$ cat src/rtl/segasys1_pkg.sv
// Shared timing constants for the SEGA System 1/2 video path, plus a small
// window-compare helper used by the sync generator.
package segasys1_pkg;

    localparam int H_TOTAL  = 384;
    localparam int H_VIS    = 256;
    localparam int HS_START = 300;
    localparam int HS_LEN   = 32;
    localparam int V_TOTAL  = 264;
    localparam int V_VIS    = 224;
    localparam int VS_START = 240;
    localparam int VS_LEN   = 3;

    // True when pos lies in [start, start+len-1]. The work is done in 11-bit
    // signed so a start pulled below zero by a negative offset still compares
    // correctly against the unsigned counter.
    function automatic logic in_window(input logic [8:0] pos,
                                       input logic signed [9:0] start,
                                       input logic [9:0] len);
        logic signed [10:0] p;
        logic signed [10:0] s;
        logic signed [10:0] e;
        p = $signed({2'b00, pos});
        s = {start[9], start};
        e = s + $signed({1'b0, len});
        return (p >= s) && (p < e);
    endfunction

endpackage

$ cat src/rtl/segasys1_hvgen.sv
// Horizontal/vertical raster counters with registered blanking, sync and a
// frame-start strobe. Sync position is trimmed by signed offsets that are
// only taken on board at the frame boundary so a frame is never torn.
module segasys1_hvgen #(
    parameter int H_TOTAL  = segasys1_pkg::H_TOTAL,
    parameter int H_VIS    = segasys1_pkg::H_VIS,
    parameter int HS_START = segasys1_pkg::HS_START,
    parameter int HS_LEN   = segasys1_pkg::HS_LEN,
    parameter int V_TOTAL  = segasys1_pkg::V_TOTAL,
    parameter int V_VIS    = segasys1_pkg::V_VIS,
    parameter int VS_START = segasys1_pkg::VS_START,
    parameter int VS_LEN   = segasys1_pkg::VS_LEN
) (
    input  logic       clk48M,
    input  logic       reset,
    input  logic       PCLK_EN,
    input  logic [3:0] HOFS,
    input  logic [2:0] VOFS,
    output logic [8:0] PH,
    output logic [8:0] PV,
    output logic       HBLANK,
    output logic       VBLANK,
    output logic       HSYNC,
    output logic       VSYNC,
    output logic       FRAME_ST
);

    import segasys1_pkg::in_window;

    logic [3:0]        hofs_q;
    logic [2:0]        vofs_q;
    logic [3:0]        hofs_nxt;
    logic [2:0]        vofs_nxt;
    logic              h_wrap;
    logic              v_wrap;
    logic              frame_wrap;
    logic [8:0]        ph_nxt;
    logic [8:0]        pv_nxt;
    logic signed [9:0] hs0;
    logic signed [9:0] vs0;

    // Next counter values, offsets and sync starts for the coming step; flags
    // are computed from these so they line up with the new PH/PV.
    always_comb begin
        h_wrap     = (PH == 9'(H_TOTAL - 1));
        v_wrap     = (PV == 9'(V_TOTAL - 1));
        frame_wrap = h_wrap && v_wrap;
        ph_nxt     = h_wrap ? 9'd0 : PH + 9'd1;
        pv_nxt     = PV;
        if (h_wrap)
            pv_nxt = v_wrap ? 9'd0 : PV + 9'd1;
        hofs_nxt   = frame_wrap ? HOFS : hofs_q;
        vofs_nxt   = frame_wrap ? VOFS : vofs_q;
        hs0        = 10'(HS_START) + {{6{hofs_nxt[3]}}, hofs_nxt};
        vs0        = 10'(VS_START) + {{7{vofs_nxt[2]}}, vofs_nxt};
    end

    // Counters, offset latches and flags advance on pixel enables; the frame
    // strobe is evaluated every clock so it lasts exactly one clk48M cycle.
    always_ff @(posedge clk48M or posedge reset) begin
        if (reset) begin
            PH       <= 9'd0;
            PV       <= 9'd0;
            HBLANK   <= 1'b0;
            VBLANK   <= 1'b0;
            HSYNC    <= 1'b0;
            VSYNC    <= 1'b0;
            FRAME_ST <= 1'b0;
            hofs_q   <= 4'd0;
            vofs_q   <= 3'd0;
        end else begin
            FRAME_ST <= PCLK_EN && frame_wrap;
            if (PCLK_EN) begin
                PH     <= ph_nxt;
                PV     <= pv_nxt;
                hofs_q <= hofs_nxt;
                vofs_q <= vofs_nxt;
                HBLANK <= (ph_nxt >= 9'(H_VIS));
                VBLANK <= (pv_nxt >= 9'(V_VIS));
                HSYNC  <= in_window(ph_nxt, hs0, 10'(HS_LEN));
                VSYNC  <= in_window(pv_nxt, vs0, 10'(VS_LEN));
            end
        end
    end

endmodule

$ cat config.mk
export PLATFORM = sky130hd
export DESIGN_NAME = segasys1_hvgen
export DESIGN_NICKNAME = d
export VERILOG_FILES = /design/src/rtl/segasys1_pkg.sv /design/src/rtl/segasys1_hvgen.sv
export SDC_FILE = /design/constraint.sdc
export NUM_CORES = 1
export LEC_CHECK = 0
export CORE_ASPECT_RATIO = 1.25
export CORE_MARGIN = 1
export CORE_UTILIZATION = 25
export DETAILED_ROUTE_END_ITERATION = 10
export GPL_ROUTABILITY_DRIVEN = 0
export PLACE_DENSITY = 0.46
export SYNTH_ARGS = -nofsm -noshare
export SYNTH_HDL_FRONTEND = slang
export SYNTH_SLANG_ARGS = --single-unit
$ cat constraint.sdc
create_clock -name clk48M -period 4.15 [get_ports clk48M]
set_input_delay 1.245 -clock clk48M [delete_from_list [all_inputs] [get_ports clk48M]]
set_output_delay 1.245 -clock clk48M [all_outputs]
set_load 0.05 [all_outputs]
==> results of run 1 <==
worst min-delay path: cells and delay by family (launching register included):
kind | cells | cell delay, ns
flip-flops | 1 | 0.35
AND/OR/NAND/NOR | 2 | 0.12
how the worst max path moves through the flow:
stage | slack (ns) | end | from
finish | 0.54 | VSYNC$_DFFE_PP0P_ | PH[0]$_DFFE_PP0P_
global placement | 0.33 | VSYNC$_DFFE_PP0P_ | VOFS[0]
floorplan | 0.38 | VSYNC$_DFFE_PP0P_ | PH[0]$_DFFE_PP0P_
CTS | 0.52 | VSYNC$_DFFE_PP0P_ | PH[0]$_DFFE_PP0P_
global route | 0.20 | VSYNC$_DFFE_PP0P_ | PH[0]$_DFFE_PP0P_
detailed placement | 0.24 | VSYNC$_DFFE_PP0P_ | VOFS[0]
cell usage after synthesis, drive strengths merged, types with 2 or more instances:
cell type	n	share of area [%]
mux2	12	6.4
or2	2	0.58
nor2	12	2.1
o31ai	3	1.0
nand2	33	5.7
inv	10	1.7
mux2i	4	1.8
nor4	6	1.7
and3	2	0.64
buf	6	1.8
ha	20	12
nor3	6	1.6
xor2	5	2.0
clkbuf	5	0.87
a211oi	2	0.92
dfrtp	29	33
xnor2	12	4.8
a21oi	10	2.3
or3	4	1.2
o21ai	8	1.8
nand4	7	2.0
nand2b	4	1.2
and2	3	0.87
nor2b	2	0.58
o211ai	3	1.0
nand3	11	3.1
cell type report:
type                    instances  area share [%]
flip-flops and latches         29            27.3
repair buffers                 35            12.9
inverters                      10            1.41
multi-input cells             188            50.8
clock buffers                   8            3.02
well taps                      97            4.57
flip-flops by register name, indices dropped and copies added (netlist names):
name,flops
PH,9
PV,9
hofs_q,4
vofs_q,3
FRAME_ST,1
HSYNC,1
VBLANK,1
VSYNC,1
routing by layer:
layer,global-route usage (%),vias up
met5,0,-
met4,4.05,0
met3,2.10,4
li1,-,915
met2,23.4,26
met1,15.2,832
per-stage QoR:
stage	worst slack [ns]	hold slack, ns	util (%)
2_1_floorplan	0.377	0.479	-
6_report	0.538	0.503	31.9
4_1_cts	0.518	0.503	31.9
3_3_place_gp	0.330	0.472	30.9
5_1_grt	0.200	0.525	31.9
3_5_place_dp	0.241	0.487	30.9
power breakdown:
group / switching (mW) / internal (mW) / total (mW)
logic: 0.230 / 0.155 / 0.385
registers: 0.0736 / 0.313 / 0.387
clock network: 0.109 / 0.119 / 0.228
kinds of logic after synthesis:
logic type / count (synthesis) / share of synthesized area (%)
fa+ha+maj: 20 / 11.5
flops: 29 / 33.5
xor+xnor: 17 / 6.87
mux: 16 / 8.25
buf+inv: 21 / 4.39
compound gates: 34 / 10.4
simple gates: 101 / 25.0
==> results.md, run 1 <==
* Worst Tran Pin Value at 0.507 ns
* Setup crit end kind: flip-flop
* Placed cell area at 2570 sq um
* Rows at 37
* # DRC at 0
* Layout Nets at 299
* First-pass GRT wire length at 8.96 mm
* Power Dens Cells at 376 nW/um^2
* Post-synth cell types at 50
* Worst vdd ir at 0.136 mV
* Vias in the first global route at 1,755
* 1st-pass router iterations at 4
* Inserted Diodes at 0
* Layout area overhead at 22.4%
* ANT nets after route at 0
* FF-to-FF path depth at 14
* DRT met1 WL at 2.46 mm
* Post-synthesis sequential area ratio at 33.5%
* Status: completed
* Most frequent cells in the layout: nand2_1 (33), clkdlybuf4s50_1 (32), dfrtp_1 (29)
* Fillers at 905
* Final Hold Fails at 0
* Register-to-register setup slack at 0.54 ns
* Post-layout min period at 3.61 ns
* Synth Instances at 238
* Number of cells on the critical path at 14
* Synth Cell Area at 2170 sq um
* Largest net degree at the start of global routing at 30
* Total GRT Usage at 12.8%
* Die width at 85.3 um
* R2r endpoint: VSYNC$_DFFE_PP0P_
* Delay-heaviest family, CP: simple AND/OR/NAND/NOR gates
* Vias per inst at 4.84
* Crit path DAT at 3.83 ns
* Routed WL at 5.37 mm
* Clock Skews at 0.00420 ns
* Top FF cell, synth: dfrtp_1
* Critical path class: reg -> reg
* Worst-skew pair later-pin latency at 0.28 ns
* Die height at 106 um
* TritonCTS clock tree: yes
* Hold Startpoint: HSYNC$_DFFE_PP0P_
* Initial antenna violation count at 0
* Hold-fix buffers, CTS at 0
* Hold Path Stages at 2
* Resize count post-CTS at 0
* Worst slew margin at 66.1%
* Number of I/O port buffers at 32
* CP max FO at 7
* Syn Area/Cell at 9.11 sq um
* Non-filler cells, final at 367
* Uppermost layer routed: met4
* Crit-path most repeated cell: ha_1
* Post-synthesis async set-or-reset flop share at 100%
* H-Tree Depth at 2
* Grt total ovfl at 0
* Setup-failing EPs final at 0
* Critical path cell sequence: ha_1, nand3_4, nor3_1, nand2_1, o31ai_1, inv_1, ha_1, inv_1, ha_1, a211oi_1, a21oi_1, or3_1, nor4b_1, a2111o_1
* Wire length on met3 at 118 um
* Placed insts at 359
* Die Footprint at 9050 sq um
* CTS sink count at 29
* Flops & latches, synth at 29
* Share of layout cells above drive strength 1 at 10.7%
* Post-DP HPWL at 4.08 mm
* P_leak at 1.15 nW
* R2r startpoint: PH[0]$_DFFE_PP0P_
* Starting density of the core at 26.0%
* Root buf cell: clkbuf_8
* Worst hold path type: reg -> reg
* Most common cell after layout, fill and taps aside: nand2_1
* Max-slew violations at 0
* Post-CTS setup repair buffer count at 0
* DRT iter0 DRCs at 44
* CP bufs+invs at 2
* FF/Latch Area at 726 sq um
* Overall power at 0.999 mW
* Inserted Clock Buffers at 5
* Routed via count at 1,777
* Clk slew on worst S/H paths at 0.07 ns
* Setup_tns at 0 ns
* WP data required at 4.37 ns
* Core area at 8330 sq um
* Met2 WL at 2.76 mm
* RSZ-0062 raised after global routing: false
* Startpoint Class: flip-flop
* Max clock buf depth at 2
* I/O pins at 33
* Multi-input gate area at 1350 sq um
* Final period util at 87.0%
* Detailed-route wire length per cell at 14.6 um
* Warning count from the yosys run at 0
* Peak Freq at 277 MHz
* Final instance area at 2660 sq um
* Reported max-cap violation count at 0
* Syn_nets at 268
* Hold EP: HSYNC$_DFFE_PP0P_
* Post-synth EDFFs at 0
* CP max stage delay at 0.46 ns
* Slowest cell on crit path: dfrtp_1
(Power assumes the default switching activity.)
==> inputs of run 2 (changes only) <==
--- a/config.mk
+++ b/config.mk
@@ -6,7 +6,7 @@
 export NUM_CORES = 1
 export LEC_CHECK = 0
 export CORE_ASPECT_RATIO = 1.25
-export CORE_MARGIN = 1
+export CORE_MARGIN = 5
 export CORE_UTILIZATION = 25
 export DETAILED_ROUTE_END_ITERATION = 10
 export GPL_ROUTABILITY_DRIVEN = 0
==> results.md, run 2 (synthesized netlist as in run 1, its figures left out) <==
* 1st-pass router iterations at 4 (unchanged)
* Most frequent cells in the layout: nand2_1 (33), clkdlybuf4s50_1 (32), dfrtp_1 (29)
* Routed WL at 5.84 mm (+8.6%)
* Crit path DAT at 3.84 ns (about the same)
* Root buf cell: clkbuf_8
* Rows at 38 (+2.7%)
* Power Dens Cells at 381 nW/um^2 (+1.1%)
* Clk slew on worst S/H paths at 0.07 ns (about the same)
* Die Footprint at 10,600 sq um (+18%)
* DRT iter0 DRCs at 70 (+59%)
* WP data required at 4.37 ns (about the same)
* Status: completed
* Inserted Diodes at 0 (unchanged)
* Worst hold path type: reg -> reg
* Placed cell area at 2590 sq um (+0.73%)
* Placed insts at 364 (+1.4%)
* Delay-heaviest family, CP: compound AO/OA/AOI/OAI gates
* Largest net degree at the start of global routing at 30 (unchanged)
* Layout area overhead at 23.6%
* Post-layout min period at 3.61 ns (+0.00260 ns)
* Worst Tran Pin Value at 0.583 ns (+0.0768 ns)
* P_leak at 1.16 nW (+1.4%)
* Net Sw Power at 0.420 mW (+2.0%)
* First-pass GRT wire length at 9.70 mm (+8.2%)
* # DRC at 0 (unchanged)
* Clock Skews at 0.00455 ns (+0.000348 ns)
* Post-CTS setup repair buffer count at 0 (unchanged)
* CP max FO at 4 (-3)
* CP bufs+invs at 3 (+1)
* Grt total ovfl at 0 (unchanged)
* Final Hold Fails at 0 (unchanged)
* Post-DP HPWL at 4.44 mm (+8.8%)
* Layout Nets at 301 (+0.67%)
* Core area at 8560 sq um (+2.7%)
* CTS sink count at 29 (unchanged)
* Starting density of the core at 25.3% (-0.68 points)
* Inserted Clock Buffers at 5 (unchanged)
* Reported max-cap violation count at 0 (unchanged)
* Worst slew margin at 61.0% (-5.1 points)
* Most common cell after layout, fill and taps aside: nand2_1
* Critical path class: in -> reg
* Startpoint Class: primary input
* Final instance area at 2680 sq um (+0.94%)
* ANT nets after route at 0 (unchanged)
* TritonCTS clock tree: yes
* Setup_tns at 0 ns (unchanged)
* Fillers at 927 (+2.4%)
* Share of layout cells above drive strength 1 at 11.8% (+1.1 points)
* Slowest cell on crit path: clkdlybuf4s50_1
* H-Tree Depth at 2 (unchanged)
* Initial antenna violation count at 0 (unchanged)
* Setup crit end kind: flip-flop
* Critical path cell sequence: clkdlybuf4s50_1, o31ai_1, inv_1, ha_1, inv_1, ha_1, a211oi_1, a21oi_1, or3_1, nor4b_1, a2111o_1
* Setup-failing EPs final at 0 (unchanged)
* Hold-fix buffers, CTS at 0 (unchanged)
* Switching Share at 41.2% (about the same)
* Die height at 114 um (+7.5%)
* Worst hold margin at 0.501 ns (-0.00169 ns)
* Overall power at 1.02 mW (+2.1%)
* Total GRT Usage at 11.7% (-1.1 points)
* Routed via count at 1,837 (+3.4%)
* Worst-skew pair later-pin latency at 0.28 ns (about the same)
* Worst vdd ir at 0.103 mV (-24%)
* I/O pins at 33 (unchanged)
* Die width at 93.3 um (+9.4%)
* Vias in the first global route at 1,860 (+6.0%)
* Vias per inst at 4.95 (+2.3%)
* RSZ-0062 raised after global routing: false
* Biggest regs: PH x9, PV x9, hofs_q x4
* Max clock buf depth at 2 (unchanged)
* Resize count post-CTS at 0 (unchanged)
* Final period util at 87.1% (about the same)
* Flop pwr share at 37.9% (-0.8 points)
* Clock power share at 24.1% (+1.3 points)
* Number of I/O port buffers at 32 (unchanged)
* Non-filler cells, final at 371 (+1.1%)
* Peak Freq at 277 MHz (about the same)
* Detailed-route wire length per cell at 15.7 um (+7.5%)
* Pint at 0.600 mW (+2.1%)
* CP max stage delay at 0.47 ns (about the same)
* Combinational Power Share at 38.1% (-0.4 points)
* Max-slew violations at 0 (unchanged)
[run 2: changes by cell type in the layout (fill, tap and decap cells not counted)]
| cell | before | now |
|---|---|---|
| clkbuf_8 | 5 | 6 |
| clkbuf_1 | 3 | 1 |
| buf_4 | 3 | 5 |
[run 2: path summary, 6_finish.rpt]
kind / from / endpoint / slack [ns] / depth (start not counted)
max in group asynchronous: reset / hofs_q[2]$_DFFE_PP0P_ / 2.51 / 3
min: HSYNC$_DFFE_PP0P_ / HSYNC$_DFFE_PP0P_ / 0.50 / 2
min reg2reg: HSYNC$_DFFE_PP0P_ / HSYNC$_DFFE_PP0P_ / 0.50 / 2
max reg2reg: PH[0]$_DFFE_PP0P_ / VSYNC$_DFFE_PP0P_ / 0.54 / 14
min in group asynchronous: reset / PH[8]$_DFFE_PP0P_ / 1.35 / 3
max: VOFS[0] / VSYNC$_DFFE_PP0P_ / 0.54 / 11
[run 2: area by class of cell]
class	count	area, sq um	share of cell area (%)
sequential	29	726	27.1
inverter	10	37.5	1.40
timing repair buffer	37	358	13.4
tap	100	125	4.67
clock buffer	7	86.3	3.22
multi-input combinational	188	1350	50.3
[run 2: worst register-to-register path, stage by stage (launching register included)]
cell,delay [ns]
dfrtp_1,0.46
ha_1,0.34
nand3_4,0.15
nor3_1,0.29
nand2_1,0.21
o31ai_1,0.37
inv_1,0.08
ha_1,0.28
inv_1,0.04
ha_1,0.17
a211oi_1,0.22
a21oi_1,0.12
or3_1,0.37
nor4b_1,0.30
a2111o_1,0.15
[run 2: metrics by stage]
stage	worst slack, ns	utilization, %
after global routing	0.0906	31.3
after global placement	0.329	30.3
after detailed placement	0.261	30.3
final	0.536	31.3
after floorplan	0.377	-
after CTS	0.493	31.3
[run 2: routing by layer]
| metal | share of wire [%] | vias to the layer above | global-route usage (%) | routed length (um) |
|---|---|---|---|---|
| met4 | 2.0 | 0 | 3.91 | 117 |
| met2 | 53 | 26 | 20.8 | 3080 |
| met1 | 43 | 888 | 13.9 | 2480 |
| met5 | 0 | - | 0 | 0 |
| met3 | 2.5 | 9 | 2.24 | 148 |
| li1 | - | 914 | - | - |
[run 2: power groups by stage]
stage | Sequential, mW | Combinational (mW) | Clock, mW
after detailed placement | 0.393 | 0.393 | 0
after CTS | 0.387 | 0.395 | 0.259
final | 0.387 | 0.388 | 0.245
after global placement | 0.391 | 0.388 | 0
after global routing | 0.397 | 0.427 | 0.268
after floorplan | 0.459 | 0.203 | 0
==> inputs of run 3 (changes only) <==
--- a/config.mk
+++ b/config.mk
@@ -5,11 +5,13 @@
 export SDC_FILE = /design/constraint.sdc
 export NUM_CORES = 1
 export LEC_CHECK = 0
+export CAP_MARGIN = 20
 export CORE_ASPECT_RATIO = 1.25
 export CORE_MARGIN = 5
 export CORE_UTILIZATION = 25
 export DETAILED_ROUTE_END_ITERATION = 10
 export GPL_ROUTABILITY_DRIVEN = 0
+export MAX_ROUTING_LAYER = met4
 export PLACE_DENSITY = 0.46
 export SYNTH_ARGS = -nofsm -noshare
 export SYNTH_HDL_FRONTEND = slang
==> results.md, run 3 (synthesized netlist as in run 1, its figures left out) <==
* Reported max-cap violation count at 0 (unchanged)
* Initial antenna violation count at 0 (unchanged)
* Inserted Diodes at 0 (unchanged)
* Layout area overhead at 23.6% (unchanged)
* WP data required at 4.37 ns (about the same)
* Final instance area at 2680 sq um (unchanged)
* TritonCTS clock tree: yes
* End-of-flow core utilization at 31.3% (unchanged)
* Die Footprint at 10,600 sq um (unchanged)
* First-pass GRT wire length at 9.69 mm (about the same)
* Routed via count at 1,844 (+0.38%)
* Met1 Use GR at 13.9% (-0.082 points)
* Grt total ovfl at 0 (unchanged)
* Critical path class: in -> reg
* CP max FO at 4 (unchanged)
* Routed WL at 5.81 mm (-0.46%)
* Die height at 114 um (unchanged)
* Peak Freq at 277 MHz (about the same)
* Most frequent cells in the layout: nand2_1 (33), clkdlybuf4s50_1 (32), dfrtp_1 (29)
* Die width at 93.3 um (unchanged)
* Share of layout cells above drive strength 1 at 11.8% (unchanged)
* GR peak layer: met2
* Largest net degree at the start of global routing at 30 (unchanged)
* Clk slew on worst S/H paths at 0.07 ns (about the same)
* Placed cell area at 2590 sq um (unchanged)
* Core area at 8560 sq um (unchanged)
* P_leak at 1.16 nW (unchanged)
* # DRC at 0 (unchanged)
* Resize count post-CTS at 0 (unchanged)
* Detailed-route wire length per cell at 15.7 um (-0.46%)
* Most common cell after layout, fill and taps aside: nand2_1
* Crit path DAT at 3.84 ns (about the same)
* 1st-pass router iterations at 4 (unchanged)
* Biggest regs: PH x9, PV x9, hofs_q x4
* Vias in the first global route at 1,862 (+0.11%)
* Layout Nets at 301 (unchanged)
* RSZ-0062 raised after global routing: false
* Startpoint Class: primary input
* Post-CTS setup repair buffer count at 0 (unchanged)
* Worst slew margin at 61.1% (+0.15 points)
* Root buf cell: clkbuf_8
* Max-slew violations at 0 (unchanged)
* Setup-failing EPs final at 0 (unchanged)
* Worst vdd ir at 0.103 mV (about the same)
* Post-layout min period at 3.61 ns (-0.0000440 ns)
* ANT nets after route at 0 (unchanged)
* Clock Skews at 0.00544 ns (+0.000891 ns)
* Starting density of the core at 25.3% (unchanged)
* Number of I/O port buffers at 32 (unchanged)
* Max clock buf depth at 2 (unchanged)
* GR Util met2 at 20.8% (+0.095 points)
* CTS sink count at 29 (unchanged)
* Worst Tran Pin Value at 0.581 ns (-0.00226 ns)
* Inserted Clock Buffers at 5 (unchanged)
* Rows at 38 (unchanged)
* H-Tree Depth at 2 (unchanged)
* I/O pins at 33 (unchanged)
* DRT iter0 DRCs at 64 (-8.6%)
* Post-DP HPWL at 4.44 mm (unchanged)
* Worst hold path type: reg -> reg
* Final Hold Fails at 0 (unchanged)
* Status: completed
* Power Dens Cells at 380 nW/um^2 (about the same)
* Final period util at 87.1% (about the same)
* Vias per inst at 4.97 (+0.38%)
* Total GRT Usage at 12.0% (+0.31 points)
* Worst-skew pair later-pin latency at 0.28 ns (about the same)
* Grt met3 use at 2.10% (-0.13 points)
* Setup crit end kind: flip-flop
* Fillers at 927 (unchanged)
* Setup_tns at 0 ns (unchanged)
* Hold-fix buffers, CTS at 0 (unchanged)
[run 3: path summary, 6_finish.rpt]
check | startpoint | cells after the start | slack [ns] | to
min in group asynchronous | reset | 3 | 1.35 | PH[8]$_DFFE_PP0P_
max in group asynchronous | reset | 3 | 2.51 | hofs_q[2]$_DFFE_PP0P_
min reg2reg | HSYNC$_DFFE_PP0P_ | 2 | 0.50 | HSYNC$_DFFE_PP0P_
max | VOFS[0] | 11 | 0.54 | VSYNC$_DFFE_PP0P_
max reg2reg | PH[0]$_DFFE_PP0P_ | 14 | 0.54 | VSYNC$_DFFE_PP0P_
min | HSYNC$_DFFE_PP0P_ | 2 | 0.50 | HSYNC$_DFFE_PP0P_
[run 3: area by class of cell]
cell class / count / area [sq um] / share of cell area, %
inverter: 10 / 37.5 / 1.40
timing repair buffer: 37 / 358 / 13.4
sequential: 29 / 726 / 27.1
clock buffer: 7 / 86.3 / 3.22
multi-input combinational: 188 / 1350 / 50.3
tap: 100 / 125 / 4.67
[run 3: per-stage QoR]
| stage | hold slack [ns] | power, mW | instances | setup WS [ns] |
|---|---|---|---|---|
| 3_3_place_gp | 0.482 | 0.779 | 364 | 0.329 |
| 3_5_place_dp | 0.486 | 0.785 | 364 | 0.261 |
| 5_1_grt | 0.525 | 1.09 | 371 | 0.0906 |
| 4_1_cts | 0.503 | 1.04 | 371 | 0.493 |
| 2_1_floorplan | 0.479 | 0.662 | 238 | 0.377 |
| 6_report | 0.501 | 1.02 | 371 | 0.536 |
[run 3: metal layers]
layer  vias up  share of wire (%)
met1       893                 42
met3         8                2.5
li1        915                  -
met2        28                 53
met5         -                  0
met4         0                1.8
[run 3: critical path, cell delays in order]
cell	delay (ns)
clkdlybuf4s50_1	0.47
o31ai_1	0.39
inv_1	0.08
ha_1	0.28
inv_1	0.04
ha_1	0.17
a211oi_1	0.22
a21oi_1	0.12
or3_1	0.37
nor4b_1	0.30
a2111o_1	0.15
[run 3: where the power goes]
| part | total (mW) | internal, mW | switching, mW | leakage (nW) |
|---|---|---|---|---|
| clock network | 0.245 | 0.132 | 0.113 | 0.0443 |
| registers | 0.387 | 0.313 | 0.0737 | 0.382 |
| logic | 0.388 | 0.155 | 0.233 | 0.736 |
